### src/rtl/max_unpooling_unit.sv
// max_unpooling_unit: inverse of a max-pooling stage.
// Capture side scans serial windows of SIZE signed elements, tracks the argmax
// position (ties resolve to the highest position) and queues it in an index FIFO.
// Expand side takes one pooled value per queued window and emits SIZE serial
// elements: the pooled value at the recorded argmax position, zero elsewhere.
// Ports:
//   clk, rst_n                      clock (rising edge), async active-low reset
//   in_valid/in_ready/in_data       window element stream, position 0 first
//   pool_valid/pool_ready/pool_data pooled value for the oldest queued window
//   out_valid/out_ready/out_data    expanded element stream
//   out_last                        marks position SIZE-1 of each window
// Optional feature (macro MAX_UNPOOL_OCCUPANCY_EN):
//   idx_count    registered FIFO occupancy
//   ovf_blocked  sticky flag, set when in_valid is presented while in_ready=0
module max_unpooling_unit #(
  parameter int SIZE    = 4,
  parameter int I_WIDTH = 16,
  parameter int DEPTH   = 4
) (
  input  logic                      clk,
  input  logic                      rst_n,
  input  logic                      in_valid,
  output logic                      in_ready,
  input  logic signed [I_WIDTH-1:0] in_data,
  input  logic                      pool_valid,
  output logic                      pool_ready,
  input  logic signed [I_WIDTH-1:0] pool_data,
  output logic                      out_valid,
  input  logic                      out_ready,
  output logic signed [I_WIDTH-1:0] out_data,
  output logic                      out_last
`ifdef MAX_UNPOOL_OCCUPANCY_EN
  ,
  output logic [$clog2(DEPTH+1)-1:0] idx_count,
  output logic                       ovf_blocked
`endif
);

  localparam int IDX_W = $clog2(SIZE);
  localparam int PTR_W = $clog2(DEPTH);
  localparam int CNT_W = $clog2(DEPTH+1);
  localparam logic [IDX_W-1:0] LAST_POS = IDX_W'(SIZE-1);
  localparam logic [CNT_W-1:0] FULL_OCC = CNT_W'(DEPTH);

  typedef enum logic [0:0] {IDLE = 1'b0, EMIT = 1'b1} state_t;

  state_t                      state_r;
  logic [IDX_W-1:0]            ecnt_r;
  logic [IDX_W-1:0]            arg_r;
  logic signed [I_WIDTH-1:0]   max_r;
  logic [IDX_W-1:0]            mem_r [DEPTH];
  logic [PTR_W-1:0]            wptr_r;
  logic [PTR_W-1:0]            rptr_r;
  logic [CNT_W-1:0]            occ_r;
  logic [IDX_W-1:0]            ocnt_r;
  logic [IDX_W-1:0]            tgt_r;
  logic signed [I_WIDTH-1:0]   val_r;

  logic                        in_hs_s;
  logic                        push_s;
  logic                        pop_s;
  logic [IDX_W-1:0]            arg_next_s;
  logic signed [I_WIDTH-1:0]   max_next_s;
  logic [IDX_W-1:0]            ocnt_inc_s;
  logic [IDX_W-1:0]            head_s;

  // Handshakes, ready flags and the running argmax including the current element.
  always_comb begin
    // Readies depend on registered state only; a same-cycle pop cannot unblock capture.
    in_ready   = !((ecnt_r == LAST_POS) && (occ_r == FULL_OCC));
    pool_ready = (state_r == IDLE) && (occ_r != {CNT_W{1'b0}});
    in_hs_s    = in_valid && in_ready;
    push_s     = in_hs_s && (ecnt_r == LAST_POS);
    pop_s      = pool_valid && pool_ready;
    head_s     = mem_r[rptr_r];
    ocnt_inc_s = ocnt_r + IDX_W'(1);
    if (ecnt_r == {IDX_W{1'b0}}) begin
      arg_next_s = {IDX_W{1'b0}};
      max_next_s = in_data;
    end else if (in_data >= max_r) begin
      // >= makes ties move to the later position
      arg_next_s = ecnt_r;
      max_next_s = in_data;
    end else begin
      arg_next_s = arg_r;
      max_next_s = max_r;
    end
  end

  // Capture side: element counter and running max/argmax.
  always_ff @(posedge clk or negedge rst_n) begin
    if (!rst_n) begin
      ecnt_r <= {IDX_W{1'b0}};
      arg_r  <= {IDX_W{1'b0}};
      max_r  <= {I_WIDTH{1'b0}};
    end else if (in_hs_s) begin
      arg_r  <= arg_next_s;
      max_r  <= max_next_s;
      ecnt_r <= (ecnt_r == LAST_POS) ? {IDX_W{1'b0}} : (ecnt_r + IDX_W'(1));
    end
  end

  // Index FIFO: storage, wrapping pointers and registered occupancy.
  always_ff @(posedge clk or negedge rst_n) begin
    if (!rst_n) begin
      for (int i = 0; i < DEPTH; i++) begin
        mem_r[i] <= {IDX_W{1'b0}};
      end
      wptr_r <= {PTR_W{1'b0}};
      rptr_r <= {PTR_W{1'b0}};
      occ_r  <= {CNT_W{1'b0}};
    end else begin
      if (push_s) begin
        mem_r[wptr_r] <= arg_next_s;
        wptr_r        <= wptr_r + PTR_W'(1);
      end
      if (pop_s) begin
        rptr_r <= rptr_r + PTR_W'(1);
      end
      case ({push_s, pop_s})
        2'b10:   occ_r <= occ_r + CNT_W'(1);
        2'b01:   occ_r <= occ_r - CNT_W'(1);
        default: occ_r <= occ_r;
      endcase
    end
  end

  // Expand FSM with registered output beat; the next beat is precomputed on accept.
  always_ff @(posedge clk or negedge rst_n) begin
    if (!rst_n) begin
      state_r   <= IDLE;
      ocnt_r    <= {IDX_W{1'b0}};
      tgt_r     <= {IDX_W{1'b0}};
      val_r     <= {I_WIDTH{1'b0}};
      out_valid <= 1'b0;
      out_data  <= {I_WIDTH{1'b0}};
      out_last  <= 1'b0;
    end else begin
      case (state_r)
        IDLE: begin
          if (pop_s) begin
            val_r     <= pool_data;
            tgt_r     <= head_s;
            ocnt_r    <= {IDX_W{1'b0}};
            out_valid <= 1'b1;
            out_data  <= (head_s == {IDX_W{1'b0}}) ? pool_data : {I_WIDTH{1'b0}};
            out_last  <= 1'b0;  // SIZE >= 2, so position 0 is never last
            state_r   <= EMIT;
          end
        end
        EMIT: begin
          if (out_ready) begin
            if (ocnt_r == LAST_POS) begin
              out_valid <= 1'b0;
              out_data  <= {I_WIDTH{1'b0}};
              out_last  <= 1'b0;
              state_r   <= IDLE;
            end else begin
              ocnt_r   <= ocnt_inc_s;
              out_data <= (ocnt_inc_s == tgt_r) ? val_r : {I_WIDTH{1'b0}};
              out_last <= (ocnt_inc_s == LAST_POS);
            end
          end
        end
        default: begin
          state_r   <= IDLE;
          out_valid <= 1'b0;
          out_data  <= {I_WIDTH{1'b0}};
          out_last  <= 1'b0;
        end
      endcase
    end
  end

`ifdef MAX_UNPOOL_OCCUPANCY_EN
  // Occupancy is exported directly from the registered counter.
  always_comb begin
    idx_count = occ_r;
  end

  // Sticky record of any capture stall seen since reset.
  always_ff @(posedge clk or negedge rst_n) begin
    if (!rst_n) begin
      ovf_blocked <= 1'b0;
    end else if (in_valid && !in_ready) begin
      ovf_blocked <= 1'b1;
    end
  end
`endif

endmodule

### config.mk
export PLATFORM = sky130hd
export DESIGN_NAME = max_unpooling_unit
export DESIGN_NICKNAME = d
export VERILOG_FILES = /design/src/rtl/max_unpooling_unit.sv
export SDC_FILE = /design/constraint.sdc
export NUM_CORES = 1
export LEC_CHECK = 0
export CAP_MARGIN = 5
export CORE_MARGIN = 1.5
export CORE_UTILIZATION = 54
export DETAILED_ROUTE_END_ITERATION = 8
export PLACE_DENSITY = 0.89
export REMOVE_ABC_BUFFERS = 1
export SLEW_MARGIN = 0
export SYNTH_ARGS = -nofsm -noshare
export SYNTH_HDL_FRONTEND = slang
export SYNTH_SLANG_ARGS = --single-unit
### constraint.sdc
create_clock -name clk -period 3.05 [get_ports clk]
set_clock_uncertainty 0.05 [all_clocks]
set_input_delay 0.4575 -clock clk [delete_from_list [all_inputs] [get_ports clk]]
set_output_delay 0.4575 -clock clk [all_outputs]
set_load 0.01 [all_outputs]
# After elaboration in Yosys (flattened, before gate mapping)
# Cells that the tools add are included.
# op_classes
n_eq_ne	11
magnitude_cmp	4
muxes	34
bitwise	3
n_addsub	6
n_reduce_logical	17
# ops
op	count
16-bit 2-to-1 mux	7
16-bit one-hot mux with 2 select lines	1
2-bit 2-to-1 mux	9
16-bit greater-or-equal comparator	1
1-bit 2-to-1 mux	9
2-bit by 1-bit adder with 2-bit output, second input constant	4
8-bit bitwise mux	1
2-bit equality test, second input constant	4
3-bit greater-or-equal comparator, second input constant	2
1-bit logical AND	6
2-bit inequality test, second input constant	3
2-bit inverter with 3-bit output	2
1-bit one-hot mux with 2 select lines	3
3-bit one-hot mux with 2 select lines	1
2-bit AND reduction	3
3-bit AND reduction	2
2-bit binary-select mux with 2-bit select	1
2-bit demux with 2-bit select	1
2-bit zero test	2
2-bit one-hot mux with 2 select lines	1
2-bit nonzero test	2
3-bit by 1-bit adder with 3-bit output, second input constant	1
3-bit equality test, second input constant	1
3-bit by 1-bit < comparator with 1-bit output, second input constant	1
7 further kinds	7
# word_totals
word_cells	92
ff_bits	74
in_bits	37

# Depth between registers and ports, before layout
# Gate-level depths: netlist of run 1.
# depth
ltp_word	8
mapped_depth	12
mapped_depth_nobuf	10

# Worst setup path after synthesis of run 1
# OpenSTA, ideal clock, no wires.
# synth_timing
kind	input to register
start	in in_data[7]
end	reg max_r[0]
setup_ns	0.125
arrival_ns	2.582
required_ns	2.875
path_slack_ns	0.293
cell_stages	8
path_cell_list	ha_1 -> a41o_1 -> a21oi_1 -> nor3_1 -> o41a_1 -> o41ai_4 -> buf_6 -> mux2_4
# synth_via
elab_chain_cells	3
# synth_lines
item	line	source
start, declared	24	input logic signed [I_WIDTH-1:0] in_data,
16-bit greater-or-equal comparator	80	end else if (in_data >= max_r) begin
2-bit nonzero test (no source line)	--	
2-bit AND reduction (no source line)	--	
end signal, assigned	95	max_r <= {I_WIDTH{1'b0}};
end signal, assigned	98	max_r <= max_next_s;
end, declared	50	logic signed [I_WIDTH-1:0] max_r;
# No other way between the ends.
# A chain may end at the register's enable or synchronous reset.

# Worst setup path after layout of run 1
# layout_timing
start	in in_data[6]
end	reg max_r[12]
# The elaborated chain is that of the path after synthesis.

==> reports/results.ini, run 1 <==
[place]
finalWeightedCongestion = 0.7695
dpl.hpwl_mm = 5.539
placement.io_buffers = 56
post_dp_cell_area_um2 = 4591

[clock_network]
tritoncts = yes
max-clock-path-buffers = 2
clk_pin_slew_ns = 0.08
clock_sinks = 74
tritoncts.num_buffers = 9
clock_tree.root_cell = clkbuf_8
ctsHtreeMaxLevel = 3
insertion_delay_ns = 0.34

[timing]
slew-limit-headroom_pct = 31.42
final_setup_viols = 0
rsz0062_at_grt = false
time_the_worst_path_needs_with_i_o_delays_and_setup_ns = 2.834
tightest_slew_ns = 1.023
fin_setup_tns_ns = 0
final_min_period_over_clock_period_pct = 92.91
final_slew_violations = 0
maxClockFrequency_mhz = 352.9
hold_violations = 0

[power_and_ir_drop]
power.sequential.fraction_pct = 37.1
power.switching_fraction_pct = 38.23
vdd_drop_max_mv = 0.4640
design_power_total_uw = 4764
p_clk_share_pct = 16.2
switchingPower_uw = 1821
total_leakage_power_uw = 0.002210
power.share.combinational_pct = 46.7
p_int_uw = 2943
cellPowerDensity_nw_per_um2 = 992.1

[drt]
detailroute.via_count = 2971
routedWlPerCell_um = 13.98
postRouteAntennaNets = 0
first_pass_iters = 4
vias_per_cell = 5.363
drt_drc_violations_left = 0
detailedRoute.firstIterationViolations = 131
postRouteWirelength_mm = 7.745

[floorplan]
core_region_area_um2 = 6832
design.portCount = 57
die_height_um = 87.49
core.rowCount = 30
floorplan.die_area_um2 = 7655
initial_core_util_pct = 56.43
floorplan.die.width_um = 87.49

[synth]
synth-edff-count = 0
synth_flop_cell = dfrtp_1
syn_avg_cell_area_um2 = 9.987
yosysTopAreaCell = dfrtp_1
synthArstFlopShare_pct = 100.0
post_synth_num_cell_types = 40
post_synth_main_area_contributors = dfrtp_1 (48%), ha_1 (8.1%), nand2_1 (7.2%)
netlist_instances = 386
ys_ff_latch = 74
synth_seq_area_share_pct = 48.04
synthDominantCellAreaShare_pct = 48.04
synth_area_um2 = 3855
yosys_warnings = 0

[grt]
grt_remaining_overflow = 0
antenna_found_initial = 0
first_global_vias = 2961
grt_pass1_wl_mm = 13.34
grtUsageTotal_pct = 22.17
pin_count_of_the_biggest_net_entering_global_routing = 34

[critical_path]
worst-endpoint-required_ns = 3.22
critical_path_arrival_ns = 3.00
start_kind = input port
peak_fanout_along_the_critical_path = 5
cp-end-kind = flop
startpoint_to_endpoint_class_of_the_critical_path = in2reg

[finish]
num-nets-final = 516
synthToLayoutAreaGrowth_pct = 24.57
final.fill_count = 515
postLayoutCoreUtil_pct = 70.29
post_route_cells_drive_above_1_share_pct = 14.19
diodes = 0
top_library_cells_by_usage_in_the_layout_fill_and_taps_aside = nand2_1 (74), dfrtp_1 (74), clkdlybuf4s50_1 (55)
final-seq-area_um2 = 1852
post-route-cell-area_um2 = 4802
multi_input_area_um2 = 1848

[run_status]
run_status = finished clean

[run]
maxCapViolations = 0

[worst_hold_path]
hold_path_class = reg2reg

## final cells by class
| type | instances | share of cell area [%] |
|---|---|---|
| Clock buffer | 9 | 2.579 |
| Sequential cell | 74 | 38.56 |
| Clock inverter | 7 | 1.615 |
| Timing Repair Buffer | 70 | 14.07 |
| Inverter | 28 | 2.189 |
| Multi-Input combinational cell | 270 | 38.48 |
| Tap cell | 96 | 2.501 |
## through the flow
step	hold slack [ns]	worst slack, ns	std cells
5_1_grt	0.4594	0.04075	554
3_5_place_dp	0.3699	-0.1185	537
6_report	0.4383	0.2162	554
3_3_place_gp	0.3608	-0.07730	537
2_1_floorplan	0.1119	0.006039	372
4_1_cts	0.4358	0.2287	554
## power groups by stage
stage                     sequential, uW  combinational (uW)  clock [uW]
after detailed placement            1780                2210           0
final                               1770                2230         773
after CTS                           1770                2240         789
after global placement              1750                2120           0
after floorplan                     1760                1410           0
after global routing                1830                2490         831
## state kept, by name (all words and copies together), names as in the netlist, 2 cells and up
name and cells:
ocnt_r 2, max_r 16, tgt_r 2, wptr_r 2, occ_r 3, ecnt_r 2, arg_r 2, val_r 16
rptr_r 2, out_data 16, mem_r 8
## worst paths after layout
check                           startpoint         to  slack, ns  cells after the start
worst max-delay path            in_data[6]  max_r[12]       0.22                      9
worst max register to register    max_r[6]  max_r[12]       0.37                      9
min in group asynchronous            rst_n   val_r[4]       0.54                      2
worst min register to register    val_r[8]   val_r[8]       0.44                      2
max in group asynchronous            rst_n   mem_r[4]       1.63                      3
worst min-delay path              val_r[8]   val_r[8]       0.44                      2
## Yosys cell counts (all sizes together) (6+ instances only)
master / instances
inv: 28
xnor2: 6
or2: 8
a22oi: 16
o21ai: 6
a21oi: 23
nand3: 7
nor2: 30
o211ai: 18
dfrtp: 74
nand2: 74
clkbuf: 12
mux2: 20
ha: 25
## layer usage
metal	vias to the layer above	routed length [um]	part of all wire, %	GRT usage [%]
met2	74	4000	52	39.65
met5	-	0	0	0
met3	7	313	4.0	4.739
li1	1466	-	-	-
met4	0	45	0.58	4.618
met1	1424	3385	44	27.56
## worst max-delay path: stages
cell             delay, ns
clkdlybuf4s50_1       0.42
ha_1                  0.34
a41o_1                0.24
a21oi_1               0.14
nor3_1                0.10
o41a_1                0.46
o41ai_4               0.30
buf_4                 0.22
mux2_2                0.33
## cell families after synthesis
family | Yosys count | synth area share, %
buffers and inverters | 42 | 4.284
flip-flops | 74 | 48.04
AND/OR/NAND/NOR | 140 | 15.87
adder cells (fa/ha/maj) | 26 | 8.634
AO/OA/AOI/OAI | 74 | 13.47
XOR/XNOR | 8 | 1.818
multiplexers | 22 | 7.887
## timing repair
action	CTS	global route
resized for setup	0	0
hold buffers	1	0
hold endpoints to repair	15	0
buffers inserted	0	0
No activity file was read; power rests on OpenSTA's default activity.
==> run 2, diff against run 1 <==
--- a/config.mk
+++ b/config.mk
@@ -7,9 +7,9 @@
 export LEC_CHECK = 0
 export CAP_MARGIN = 5
 export CORE_MARGIN = 1.5
-export CORE_UTILIZATION = 54
+export CORE_UTILIZATION = 38
 export DETAILED_ROUTE_END_ITERATION = 8
-export PLACE_DENSITY = 0.89
+export PLACE_DENSITY = 0.68
 export REMOVE_ABC_BUFFERS = 1
 export SLEW_MARGIN = 0
 export SYNTH_ARGS = -nofsm -noshare
==> run 2 against run 1 <==
Clock power grew 18%. Final cell count grew 7.0%. Die area grew 41%. Largest power group unchanged. Worst setup slack lost 0.014 ns. Largest cell class unchanged.
==> reports/results.ini, run 2 (synthesis results as in run 1) <==
[timing]
slew-limit-headroom_pct = 29.77
rsz0062_at_grt = false
time_the_worst_path_needs_with_i_o_delays_and_setup_ns = 2.848
final_setup_viols = 0
hold_violations = 0
final_slew_violations = 0
fin_setup_tns_ns = 0
maxClockFrequency_mhz = 351.1
tightest_slew_ns = 1.044
final_min_period_over_clock_period_pct = 93.37

[drt]
detailedRoute.firstIterationViolations = 109
postRouteAntennaNets = 0
first_pass_iters = 4
routedWlPerCell_um = 13.17
drt_drc_violations_left = 0
detailroute.via_count = 2939
postRouteWirelength_mm = 7.811
vias_per_cell = 4.956

[critical_path]
start_kind = input port
cp-end-kind = flop
cp_cell_sequence = clkdlybuf4s50_1 -> ha_1 -> a41o_1 -> a21oi_1 -> nor3_1 -> o41a_1 -> o41ai_4 -> buf_4 -> mux2_2
cp_slowest_cell = o41a_1
worstRegToRegCells = 9
worst_path_largest_cell_delay_ns = 0.46
worst-endpoint-required_ns = 3.22
peak_fanout_along_the_critical_path = 8
critical_path_arrival_ns = 3.02
startpoint_to_endpoint_class_of_the_critical_path = in2reg

[run]
maxCapViolations = 0

[clock_network]
cts-resized-gates = 0
clock_sinks = 74
post_cts_buffers = 0
clk_pin_slew_ns = 0.08
tritoncts = yes
cts_hold_repair.buffers = 0
insertion_delay_ns = 0.34
tritoncts.num_buffers = 9
max-clock-path-buffers = 2
clock_tree.root_cell = clkbuf_8
ctsHtreeMaxLevel = 3

[floorplan]
initial_core_util_pct = 39.26
die_height_um = 103.7
floorplan.die_area_um2 = 10760
core.rowCount = 36
core_region_area_um2 = 9819
floorplan.die.width_um = 103.7
design.portCount = 57

[run_status]
run_status = finished clean

[worst_hold_path]
hold_path_class = in2async

[grt]
grtUsageTotal_pct = 15.75
antenna_found_initial = 0
first_global_vias = 2894
grt_remaining_overflow = 0
pin_count_of_the_biggest_net_entering_global_routing = 35
grt_pass1_wl_mm = 13.74

[finish]
final-seq-area_um2 = 1852
num-nets-final = 519
synthToLayoutAreaGrowth_pct = 26.97
diodes = 0
post_route_cells_drive_above_1_share_pct = 14.78
multi_input_area_um2 = 1848
postLayoutCoreUtil_pct = 49.85
largestRegisters = max_r x16, out_data x16, val_r x16
top_library_cells_by_usage_in_the_layout_fill_and_taps_aside = nand2_1 (74), dfrtp_1 (74), clkdlybuf4s50_1 (55)
final.fill_count = 941

[place]
dpl.hpwl_mm = 5.597
finalWeightedCongestion = 0.7841
placement.io_buffers = 56

[power_and_ir_drop]
total_leakage_power_uw = 0.002251
cellPowerDensity_nw_per_um2 = 1000
vdd_drop_max_mv = 0.4652

-- run 2: changes by cell type in the layout (fill, tap and decap cells not counted) --
cell / before / now
bufinv_16: 1 / 3
buf_4: 12 / 17
clkinvlp_4: 4 / 0
buf_12: 1 / 0
dlygate4sd3_1: 1 / 0
clkinv_4: 0 / 3
inv_6: 2 / 0
-- run 2: where the power goes --
| group | internal [uW] | switching, uW | leakage, uW | total [uW] |
|---|---|---|---|---|
| Clock | 543 | 366 | 0.000119 | 909 |
| Combinational | 1120 | 1110 | 0.00122 | 2240 |
| Sequential | 1450 | 299 | 0.000907 | 1750 |
| Total | 3120 | 1780 | 0.00225 | 4900 |
-- run 2: critical path, delay by kind of cell --
kind                     cells  cell delay [ns]
AO/OA/AOI/OAI                4             1.11
multiplexers                 1             0.34
adder cells (fa/ha/maj)      1             0.34
AND/OR/NAND/NOR              1             0.09
buffers and inverters        2             0.69
-- run 2: metrics by stage --
step	setup WS (ns)	hold slack [ns]	area (um^2)	std cells	total power, uW
after floorplan	0.006039	0.1119	3795	372	3168
after global placement	-0.07661	0.4079	4654	578	3926
after detailed placement	-0.1462	0.4136	4654	578	4010
after CTS	0.2187	0.1298	4895	593	4958
after global routing	0.03546	0.1557	4895	593	5319
final	0.2021	0.1156	4895	593	4897
-- run 2: layout make-up --
class / instances / share of cell area, %
clock inverter: 6 / 2.377
sequential: 74 / 37.83
clock buffer: 9 / 2.531
multi-input combinational: 270 / 37.76
timing repair buffer: 73 / 13.96
inverter: 28 / 2.147
tap: 133 / 3.400
-- run 2: metal layers --
layer  share of wire (%)  track usage, %
met1                  47           20.28
met2                  48           26.00
met3                 4.6           4.972
met4                0.24           3.571
met5                   0               0
-- run 2: path summary, 6_finish.rpt --
| check | from | slack (ns) | to |
|---|---|---|---|
| hold reg to reg | val_r[8] | 0.43 | val_r[8] |
| setup / recovery | in_data[6] | 0.20 | max_r[11] |
| setup reg to reg | max_r[6] | 0.40 | max_r[11] |
| hold / removal | rst_n | 0.12 | out_data[11] |
| min in group clk | val_r[8] | 0.43 | val_r[8] |
| max in group asynchronous | rst_n | 2.01 | mem_r[5] |
